$ cat src/rtl/mandel_pkg.sv
// Shared types and constants for the Mandelbrot colour pipeline.
package mandel_pkg;

    localparam int RBG_SIZE     = 24;
    localparam int NUM_ENGINES  = 11;
    localparam int IMAGE_WIDTH  = 640;
    localparam int IMAGE_HEIGHT = 480;
    localparam int LANE_W       = $clog2(NUM_ENGINES + 1);

    typedef logic [RBG_SIZE-1:0] rgb_t;
    typedef logic [LANE_W-1:0]   lane_cnt_t;

    typedef enum logic [0:0] {
        IDLE  = 1'b0,
        DRAIN = 1'b1
    } ser_state_t;

    localparam lane_cnt_t MAX_LANES = lane_cnt_t'(NUM_ENGINES);

    // A batch is only drainable if it names between 1 and NUM_ENGINES lanes.
    function automatic logic lane_count_legal(input lane_cnt_t count);
        return (count != '0) && (count <= MAX_LANES);
    endfunction

endpackage

$ cat src/rtl/mandel_pixel_serializer_if.sv
// Batch-in / pixel-out handshake bundle for the pixel serializer.
interface mandel_pixel_serializer_if;
    import mandel_pkg::*;

    logic      in_valid;
    logic      in_ready;
    rgb_t      in_rgb [NUM_ENGINES];
    lane_cnt_t in_count;
    logic      out_valid;
    logic      out_ready;
    rgb_t      out_data;
    logic      out_sof;
    logic      out_eol;

    // Producer of batches and consumer of pixels.
    modport master (
        output in_valid, in_rgb, in_count, out_ready,
        input  in_ready, out_valid, out_data, out_sof, out_eol
    );

    // The serializer itself.
    modport slave (
        input  in_valid, in_rgb, in_count, out_ready,
        output in_ready, out_valid, out_data, out_sof, out_eol
    );

endinterface

$ cat src/rtl/mandel_raster_counter.sv
// Raster position tracker: advances x/y once per accepted pixel and flags
// start-of-frame and end-of-line for the current position.
module mandel_raster_counter
    import mandel_pkg::*;
#(
    parameter int WIDTH  = IMAGE_WIDTH,
    parameter int HEIGHT = IMAGE_HEIGHT
) (
    input  logic                      clk,
    input  logic                      rst,
    input  logic                      advance,
    output logic [$clog2(WIDTH)-1:0]  x,
    output logic [$clog2(HEIGHT)-1:0] y,
    output logic                      sof,
    output logic                      eol
);

    localparam int XW = $clog2(WIDTH);
    localparam int YW = $clog2(HEIGHT);
    localparam logic [XW-1:0] LAST_X = XW'(WIDTH - 1);
    localparam logic [YW-1:0] LAST_Y = YW'(HEIGHT - 1);

    assign eol = (x == LAST_X);
    assign sof = (x == '0) && (y == '0);

    // Step along the line, wrapping to the next line and then the next frame.
    always_ff @(posedge clk or posedge rst) begin
        if (rst) begin
            x <= '0;
            y <= '0;
        end else if (advance) begin
            if (eol) begin
                x <= '0;
                y <= (y == LAST_Y) ? '0 : y + 1'b1;
            end else begin
                x <= x + 1'b1;
            end
        end
    end

endmodule

$ cat src/rtl/mandel_pixel_serializer.sv
// Pixel serializer: takes one batch of per-engine colours and streams it out
// one pixel per cycle with sof/eol raster markers.
// Optional build macro SERIALIZER_TEST_PATTERN_EN adds a test_mode input
// that replaces pixel colour with {x[7:0], y[7:0], 8'h80}.
module mandel_pixel_serializer
    import mandel_pkg::*;
#(
    parameter int IMAGE_WIDTH  = mandel_pkg::IMAGE_WIDTH,
    parameter int IMAGE_HEIGHT = mandel_pkg::IMAGE_HEIGHT
) (
    input  logic                        clk,
    input  logic                        rst,
`ifdef SERIALIZER_TEST_PATTERN_EN
    input  logic                        test_mode,
`endif
    mandel_pixel_serializer_if.slave    bus,
    output logic                        err
);

    localparam int XW = $clog2(IMAGE_WIDTH);
    localparam int YW = $clog2(IMAGE_HEIGHT);

    ser_state_t state_reg;
    lane_cnt_t  lane_reg;
    lane_cnt_t  count_reg;
    logic       run_reg;
    rgb_t       buffer_reg [NUM_ENGINES];

    logic [XW-1:0] x;
    logic [YW-1:0] y;
    logic          sof;
    logic          eol;

    logic in_ready;
    logic out_valid;
    logic in_xfer;
    logic out_xfer;
    logic last_lane;
    logic batch_done;
    logic count_ok;
    rgb_t pix;

    assign out_valid  = (state_reg == DRAIN);
    assign out_xfer   = out_valid && bus.out_ready;
    assign in_xfer    = bus.in_valid && in_ready;
    assign count_ok   = lane_count_legal(bus.in_count);
    assign last_lane  = (lane_reg == count_reg - 1'b1);
    // An eol landing mid-batch ends the batch early: the leftover lanes would
    // otherwise spill onto the next line.
    assign batch_done = out_xfer && (last_lane || eol);

    // Ready while empty, or on the final transfer of a batch so the next one
    // can load with no bubble. run_reg keeps ready low while in reset.
    always_comb begin
        in_ready = 1'b0;
        if (run_reg) begin
            if (state_reg == IDLE) begin
                in_ready = 1'b1;
            end else begin
                in_ready = bus.out_ready && (last_lane || eol);
            end
        end
    end

    // Control FSM: load a batch, step through lanes, flag protocol errors.
    always_ff @(posedge clk or posedge rst) begin
        if (rst) begin
            state_reg <= IDLE;
            lane_reg  <= '0;
            count_reg <= '0;
            run_reg   <= 1'b0;
            err       <= 1'b0;
        end else begin
            run_reg <= 1'b1;
            if (in_xfer) begin
                count_reg <= bus.in_count;
                lane_reg  <= '0;
                state_reg <= count_ok ? DRAIN : IDLE;
            end else if (batch_done) begin
                lane_reg  <= '0;
                state_reg <= IDLE;
            end else if (out_xfer) begin
                lane_reg  <= lane_reg + 1'b1;
            end
            if ((in_xfer && !count_ok) || (out_xfer && eol && !last_lane)) begin
                err <= 1'b1;
            end
        end
    end

    // Batch storage; contents are only visible while draining, so no reset.
    always_ff @(posedge clk) begin
        if (in_xfer) begin
            for (int i = 0; i < NUM_ENGINES; i++) begin
                buffer_reg[i] <= bus.in_rgb[i];
            end
        end
    end

    mandel_raster_counter #(
        .WIDTH  (IMAGE_WIDTH),
        .HEIGHT (IMAGE_HEIGHT)
    ) u_raster (
        .clk     (clk),
        .rst     (rst),
        .advance (out_xfer),
        .x       (x),
        .y       (y),
        .sof     (sof),
        .eol     (eol)
    );

    // Pick the colour for the current lane, or the coordinate pattern.
    always_comb begin
        pix = buffer_reg[lane_reg];
`ifdef SERIALIZER_TEST_PATTERN_EN
        if (test_mode) begin
            pix = rgb_t'({8'(x), 8'(y), 8'h80});
        end
`endif
    end

`ifndef SERIALIZER_TEST_PATTERN_EN
    // Position is only consumed by the test pattern.
    logic unused_raster;
    assign unused_raster = ^{x, y};
`endif

    assign bus.in_ready  = in_ready;
    assign bus.out_valid = out_valid;
    assign bus.out_data  = out_valid ? pix : '0;
    assign bus.out_sof   = out_valid && sof;
    assign bus.out_eol   = out_valid && eol;

endmodule

$ cat src/flat_wrapper.sv
// flat-port wrapper written by rule: the top's interface ports become plain ports
module mandel_pixel_serializer_flat import mandel_pkg::*;
#(
    parameter int IMAGE_WIDTH  = mandel_pkg::IMAGE_WIDTH,
    parameter int IMAGE_HEIGHT = mandel_pkg::IMAGE_HEIGHT
)
  (clk, rst, err, bus_in_valid, bus_in_rgb, bus_in_count, bus_out_ready, bus_in_ready, bus_out_valid, bus_out_data, bus_out_sof, bus_out_eol);
  mandel_pixel_serializer_if bus_i ();
  input  logic clk;
  input  logic rst;
  output logic err;
  input wire logic [$bits(bus_i.in_valid)-1:0] bus_in_valid;
  input wire logic [$bits(bus_i.in_rgb)-1:0] bus_in_rgb;
  input wire logic [$bits(bus_i.in_count)-1:0] bus_in_count;
  input wire logic [$bits(bus_i.out_ready)-1:0] bus_out_ready;
  output wire logic [$bits(bus_i.in_ready)-1:0] bus_in_ready;
  output wire logic [$bits(bus_i.out_valid)-1:0] bus_out_valid;
  output wire logic [$bits(bus_i.out_data)-1:0] bus_out_data;
  output wire logic [$bits(bus_i.out_sof)-1:0] bus_out_sof;
  output wire logic [$bits(bus_i.out_eol)-1:0] bus_out_eol;
  assign bus_i.in_valid = bus_in_valid;
  assign bus_i.in_rgb = {>>{bus_in_rgb}};
  assign bus_i.in_count = bus_in_count;
  assign bus_i.out_ready = bus_out_ready;
  assign bus_in_ready = bus_i.in_ready;
  assign bus_out_valid = bus_i.out_valid;
  assign bus_out_data = bus_i.out_data;
  assign bus_out_sof = bus_i.out_sof;
  assign bus_out_eol = bus_i.out_eol;
  mandel_pixel_serializer #(.IMAGE_WIDTH(IMAGE_WIDTH), .IMAGE_HEIGHT(IMAGE_HEIGHT)) u_core (.clk(clk), .rst(rst), .bus(bus_i), .err(err));
endmodule
$ cat config.mk
export PLATFORM = sky130hd
export DESIGN_NAME = mandel_pixel_serializer_flat
export DESIGN_NICKNAME = d
export VERILOG_FILES = /design/src/rtl/mandel_pkg.sv /design/src/rtl/mandel_pixel_serializer_if.sv /design/src/rtl/mandel_raster_counter.sv /design/src/rtl/mandel_pixel_serializer.sv /design/src/flat_wrapper.sv
export SDC_FILE = /design/constraint.sdc
export NUM_CORES = 1
export LEC_CHECK = 0
export BUFFER_PORTS_ARGS = -buffer_cell sky130_fd_sc_hd__clkbuf_2
export CAP_MARGIN = 15
export CORE_MARGIN = 2
export CORE_UTILIZATION = 25
export CTS_CLUSTER_SIZE = 24
export DETAILED_ROUTE_END_ITERATION = 7
export PLACE_DENSITY = 0.52
export RECOVER_POWER = 25
export SETUP_SLACK_MARGIN = 0.1
export SYNTH_ARGS = -nofsm -noshare
export SYNTH_HDL_FRONTEND = slang
export SYNTH_SLANG_ARGS = --single-unit
$ cat constraint.sdc
create_clock -name clk -period 7.41 [get_ports clk]
set_input_delay 1.1115 -clock clk [delete_from_list [all_inputs] [get_ports clk]]
set_output_delay 1.1115 -clock clk [all_outputs]
set_load 0.005 [all_outputs]
* After elaboration in Yosys (flattened, before gate mapping) *
Memories as Yosys holds them, arrays and structs flattened.
Cells that the tools add are included.

storage, ports and cells
  bits in registers = 30
  RAM bits = 264
  input port bits = 272
  output and inout port bits = 29
  word-level logic and storage cells = 50
  memories = 1

memory list
  name               depth  bits a word  rd ports  clocked after Yosys merged registers in  wr ports  RTL line                       source
  u_core.buffer_reg  11     24           1         0                                        11        mandel_pixel_serializer.sv:27  rgb_t buffer_reg [NUM_ENGINES];

operators by class
  add/sub/neg operators = 4
  $lt $le $gt $ge = 1
  eq/ne operators = 3
  mux-type cells = 13
  reductions and logical operators = 21

operator list
  operator               count
  $mux 24                1
  $mux 4                 3
  $logic_and 1x1->1      11
  $add 10x1->10 const B  1
  $eq 10x10->1 const B   1
  $logic_not 10->1       1
  $mux 10                1
  $add 9x1->9 const B    1
  $eq 9x9->1 const B     1
  $logic_not 9->1        1
  $mux 9                 1
  $mux 1                 7
  $add 4x1->4 const B    1
  $eq 4x4->1             1
  $le 4x4->1 const B     1
  $reduce_bool 4->1      1
  $sub 4x1->4 const B    1
  $reduce_bool 3->1      1
  $logic_not 1->1        2
  $logic_or 1x1->1       2
  $reduce_and 2->1       1
  $reduce_bool 2->1      1

* Logic depth before layout (Yosys ltp) *
  depth in word-level cells = 9
  gate-level depth with buffers = 7
  depth with buffers taken out = 6

* By module *
Synthesis repeated with hierarchy kept, for this count alone.

second synthesis, totals
  cell total of the unflattened synthesis = 692
  area total of the unflattened synthesis = 11,797.6 um2

modules (own cells, without submodules)
  module                   times used  cells an instance  area an instance (um2)  seq. area each (um2)
  mandel_pixel_serializer  1           586                10,749.1                8,202.9
  mandel_raster_counter    1           106                1,048.5                 475.5

* Least setup slack after synthesis *
OpenSTA, ideal clock, no wires.

  kind = input to register
  start = in bus_in_valid
  end = mem u_core.buffer_reg[0][0] in the netlist's numbering (enable)
  setup time = 646 ps
  arrival time = 7,664 ps
  data required time = 6,764 ps
  setup slack = -900 ps
  stages = 5
  buffers on the path = 1
  cells stage by stage = and2_1 -> clkbuf_1 -> nand2_1 -> nor3_1 -> or2_1

RTL lines
  element      RTL line                       source
  from (decl)  flat_wrapper.sv:12             input wire logic [$bits(bus_i.in_valid)-1:0] bus_in_valid;
  to (decl)    mandel_pixel_serializer.sv:27

* Worst setup path in the final report *
  start = reg u_core.lane_reg[0]
  end = out bus_out_data[0]

on the way
  longest elaborated chain between the ends = 2

ends and longest elaborated chain
  element                 RTL line                        source
  from (decl)             mandel_pixel_serializer.sv:24   lane_cnt_t lane_reg;
  from (signal assigned)  mandel_pixel_serializer.sv:83   lane_reg <= lane_reg + 1'b1;
  $mem_v2 11x24           n/a
  $mux 24                 mandel_pixel_serializer.sv:131  assign bus.out_data = out_valid ? pix : '0;
  to (decl)               flat_wrapper.sv:18              output wire logic [$bits(bus_i.out_data)-1:0] bus_out_data;

Every way passes these cells.

==> impl_summary.txt <==
----------------------------------------------------
[Yosys]
  Dominant register cell in the synthesized netlist ... sky130_fd_sc_hd__edfxtp_1
  Mapped Area ... 12000 µm²
  Share of the synthesized area in the top cell type ... 66.3%
  Net count of the mapped netlist ... approximately 930
  Largest area contributor in the synthesized netlist ... sky130_fd_sc_hd__edfxtp_1
  Most numerous cell in the Yosys netlist ... sky130_fd_sc_hd__edfxtp_1
  Fraction of registers with async set or reset after synthesis ... 10.2%
  Synthesized instance count ... 648
  Sequential cell area fraction in the yosys report ... between 70% and 80%
  Biggest area contributors in the synthesized netlist ... sky130_fd_sc_hd__edfxtp_1 (66%), sky130_fd_sc_hd__mux4_2 (9.0%), sky130_fd_sc_hd__dfrtp_1 (6.3%)
  Unique masters post-synth ... 48
  Number of enable flip-flop cells after synthesis ... 264
  #FFs+latches synth ... 294
  Avg Synthesized Cell Area ... around 18 µm²
  Commonest cells post-synth ... sky130_fd_sc_hd__edfxtp_1 (264), sky130_fd_sc_hd__mux4_2 (48), sky130_fd_sc_hd__a211oi_1 (39), sky130_fd_sc_hd__dfrtp_1 (30)
  Number of warnings printed during yosys synthesis ... 0

[Setup path]
  Critical Path Max Stage Delay ... 0.90 ns
  Signal arrival time at the worst endpoint ... roughly 3.4 ns
  Stages on the worst setup path ... 6
  CP Capture Type ... output pin
  Required time of the critical path ... 6.30 ns
  Cell type of the slowest stage on the worst timing path ... sky130_fd_sc_hd__dfrtp_4
  Crit path buf inv count ... 2
  Critical path cell sequence ... buf_4 -> mux4_2 -> nor2b_1 -> a211oi_1 -> a211oi_1 -> clkbuf_2
  Crit Path Category ... flop to output pin
  Largest fanout on the critical path ... 36
  Cell occurring most often along the worst timing path ... sky130_fd_sc_hd__a211oi_1
  Top delay family on crit path ... flip-flops
  Number of cell instances on the worst register-to-register path ... 6
  Startpoint types ... flop

[Routing]
  Drt via density ... 4.33
  Number of nets with antenna violations after detailed routing ... 0
  Routed WL per cell ... 18.9 µm
  Sum of routed wire length over all layers ... 30300 µm
  Detailed-route via count ... 6930
  Number of iterations in the first detailed-routing pass ... 4
  DRC ... 0
  Detailed Route Iter0 Violations ... 361

[Timing]
  Worst slew pin tran ... 1.02 ns
  RSZ-0062 raised after global routing ... no
  Setup TNS ... 0 ns
  Final count of negative-setup-slack endpoints ... 0
  Post-Route Skew ... roughly 0.0094 ns
  Final worst path period share ... 60.3%
  Time the final worst path needs with I/O delays and setup ... 4.47 ns
  Max-slew violation count ... 0
  Slew headroom ... around a third
  Smallest hold slack ... 0.480 ns
  Number of hold violations in the final report ... 0
  Fmax achieved ... 0.224 GHz

[Clock tree]
  Buffer count from post-CTS setup fixing ... 0
  Clk Latency, worst-skew pair ... 0.53 ns
  CTS max path bufs ... 3
  CTS root buffer ... sky130_fd_sc_hd__clkbuf_16
  CTS clock-pin slew for the worst setup and hold paths ... 0.06 ns
  Number of clock sinks ... 294
  Count of hold buffers inserted by post-cts repair ... 0
  Clock tree from TritonCTS ... yes
  Maximum level of the CTS H-tree ... 2
  CTS resizes ... 0
  Number of CTS-inserted buffers ... 35

[Hold path]
  Cell count of the worst hold path ... 2
  Path type of the worst min-delay path ... flop to flop

[Die]
  Core ar. ... 47400 µm²
  Initial core utilization ... 25.2%
  Count of boundary I/O pins ... 301
  Die Y-Extent ... 223 µm
  Die Span X ... 223 µm
  Total number of placement rows ... 80
  Area enclosed by the die boundary ... 49600 µm²

[Placed design]
  Cell count after placement ... between 1.5k and 2k
  # port buffers ... 300
  Final GP Congestion ... 0.751
  DP Wirelength ... 20200 µm

[Power]
  Sequential group share of total power ... 40.4%
  Clock share of power ... 31.8%
  PnR Total Power ... 5520 µW
  Part of the power in combinational logic ... between 20% and 30%
  Leakage Power ... around 0.0056 µW
  Sw frac ... a little under a third
  Peak ir drop on the vdd network ... between 200 and 250 µV
  Power spent charging and discharging nets ... between 1500 and 2000 µW
  Int Pwr ... around 3800 µW
  Power density relative to cell area ... approximately 360 nW/µm²

[Final layout]
  Flip-flop count of the largest register, all copies and words added ... 264
  Layout-stage area growth over the synthesis result ... 27.9%
  Nets@finish ... 1236
  Fin cells ... 1600
  Fraction of layout cells with a size suffix above 1 ... 45.8%
  Layout filler cell count ... ~4.7k

[Global routing]
  Largest net degree at the start of global routing ... 145
  Peak-usage layer in the global routing report ... met2
  First-pass GRT wire length ... 45400 µm
  Met1 demand-to-capacity share in global routing ... between 10% and 20%
  Global route overflow ... 0
  Met2 demand-to-capacity share in global routing ... 19.5%
  Number of antenna violations at the first check in global routing ... 4
  Fraction of met3 tracks used by global routing ... under 10%
  Total routing resource utilization after global routing ... 12.3%
  Vias in the first global route ... 7476

[Run status]
  Result of the run ... completed

[Run]
  Max_cap viols ... 0

----------------------------------------------------
[through the flow]
stage                     utilization (%)  area (µm²)  worst slack, ns
after floorplan                         -       12000             1.77
after global placement               29.7       14100             3.13
after detailed placement             29.7       14100             3.08
after CTS                            32.2       15300             2.69
after global routing                 32.2       15300             2.54
final                                32.2       15300             2.94
[cell usage in the layout (no fill, tap or decap), types with 3 or more instances in the layout]
cell,count
sky130_fd_sc_hd__xnor2_1,6
sky130_fd_sc_hd__nor4_1,4
sky130_fd_sc_hd__xor2_1,9
sky130_fd_sc_hd__clkbuf_1,4
sky130_fd_sc_hd__and4_1,3
sky130_fd_sc_hd__nor2_1,10
sky130_fd_sc_hd__and2_1,4
sky130_fd_sc_hd__mux2i_1,25
sky130_fd_sc_hd__bufinv_16,3
sky130_fd_sc_hd__a211oi_1,39
sky130_fd_sc_hd__nor3_1,3
sky130_fd_sc_hd__inv_1,15
sky130_fd_sc_hd__dfrtp_1,26
sky130_fd_sc_hd__clkbuf_8,3
sky130_fd_sc_hd__a21oi_1,7
sky130_fd_sc_hd__o21ai_0,7
sky130_fd_sc_hd__nand4_1,9
sky130_fd_sc_hd__mux2_2,24
sky130_fd_sc_hd__clkbuf_2,300
sky130_fd_sc_hd__or3_1,3
sky130_fd_sc_hd__mux4_2,48
sky130_fd_sc_hd__ha_1,6
sky130_fd_sc_hd__clkinv_1,5
sky130_fd_sc_hd__buf_4,8
sky130_fd_sc_hd__nand3_1,10
sky130_fd_sc_hd__a211oi_2,10
sky130_fd_sc_hd__clkinv_2,6
sky130_fd_sc_hd__clkbuf_16,37
sky130_fd_sc_hd__nor2b_1,25
sky130_fd_sc_hd__edfxtp_1,264
sky130_fd_sc_hd__nand2_1,25
sky130_fd_sc_hd__and3_1,3
sky130_fd_sc_hd__o32ai_1,4
[worst paths after layout]
path,start,slack [ns],to
min in group asynchronous,rst,0.63,u_core.bus.out_valid
worst min-delay path,u_core.err,0.48,u_core.err
worst min register to register,u_core.err,0.48,u_core.err
max in group asynchronous,rst,6.44,u_core.lane_reg[1]
worst max register to register,u_core.lane_reg[0],3.15,u_core.buffer_reg[2][7]
worst max-delay path,u_core.lane_reg[0],2.94,bus_out_data[0]
[tightest hold or removal path: stages (launching register included)]
cell	delay [ns]
sky130_fd_sc_hd__dfrtp_1	0.34
sky130_fd_sc_hd__inv_1	0.05
sky130_fd_sc_hd__o221ai_1	0.06
[logic make-up after synthesis]
kind of cell	share of synthesized area [%]
AOI/OAI and AO/OA	5.11
xor gates and xnor gates	1.29
adders and majority gates	0.628
buffers and inverters	2.26
DFF	72.6
muxes	13.4
other	0.0314
and+or+nand+nor	4.67
[layer usage]
| layer | vias to the layer above | wire [µm] |
|---|---|---|
| met5 | - | 37 |
| met4 | 6 | 814 |
| met3 | 53 | 2190 |
| met2 | 241 | 14300 |
| met1 | 3395 | 12900 |
| li1 | 3235 | - |
[cell type report]
cell class / count / area [µm²] / area share [%]
multi-input combinational: 302 / 3010 / 19.7
inverter: 16 / 60.1 / 0.393
clock inverter: 19 / 193 / 1.26
timing repair buffer: 309 / 1580 / 10.3
tap: 615 / 769 / 5.04
sequential: 294 / 8690 / 56.9
clock buffer: 44 / 982 / 6.43
antenna: 1 / 2.50 / 0.0164
[power by group through the flow]
| stage | Clock [µW] | Combinational (µW) | Sequential, µW |
|---|---|---|---|
| after floorplan | 0 | 1140 | 2150 |
| after global placement | 0 | 1560 | 2270 |
| after detailed placement | 0 | 1580 | 2270 |
| after CTS | 1820 | 1590 | 2240 |
| after global routing | 1890 | 1700 | 2260 |
| final | 1750 | 1540 | 2230 |
No activity file was read; power rests on OpenSTA's default activity.
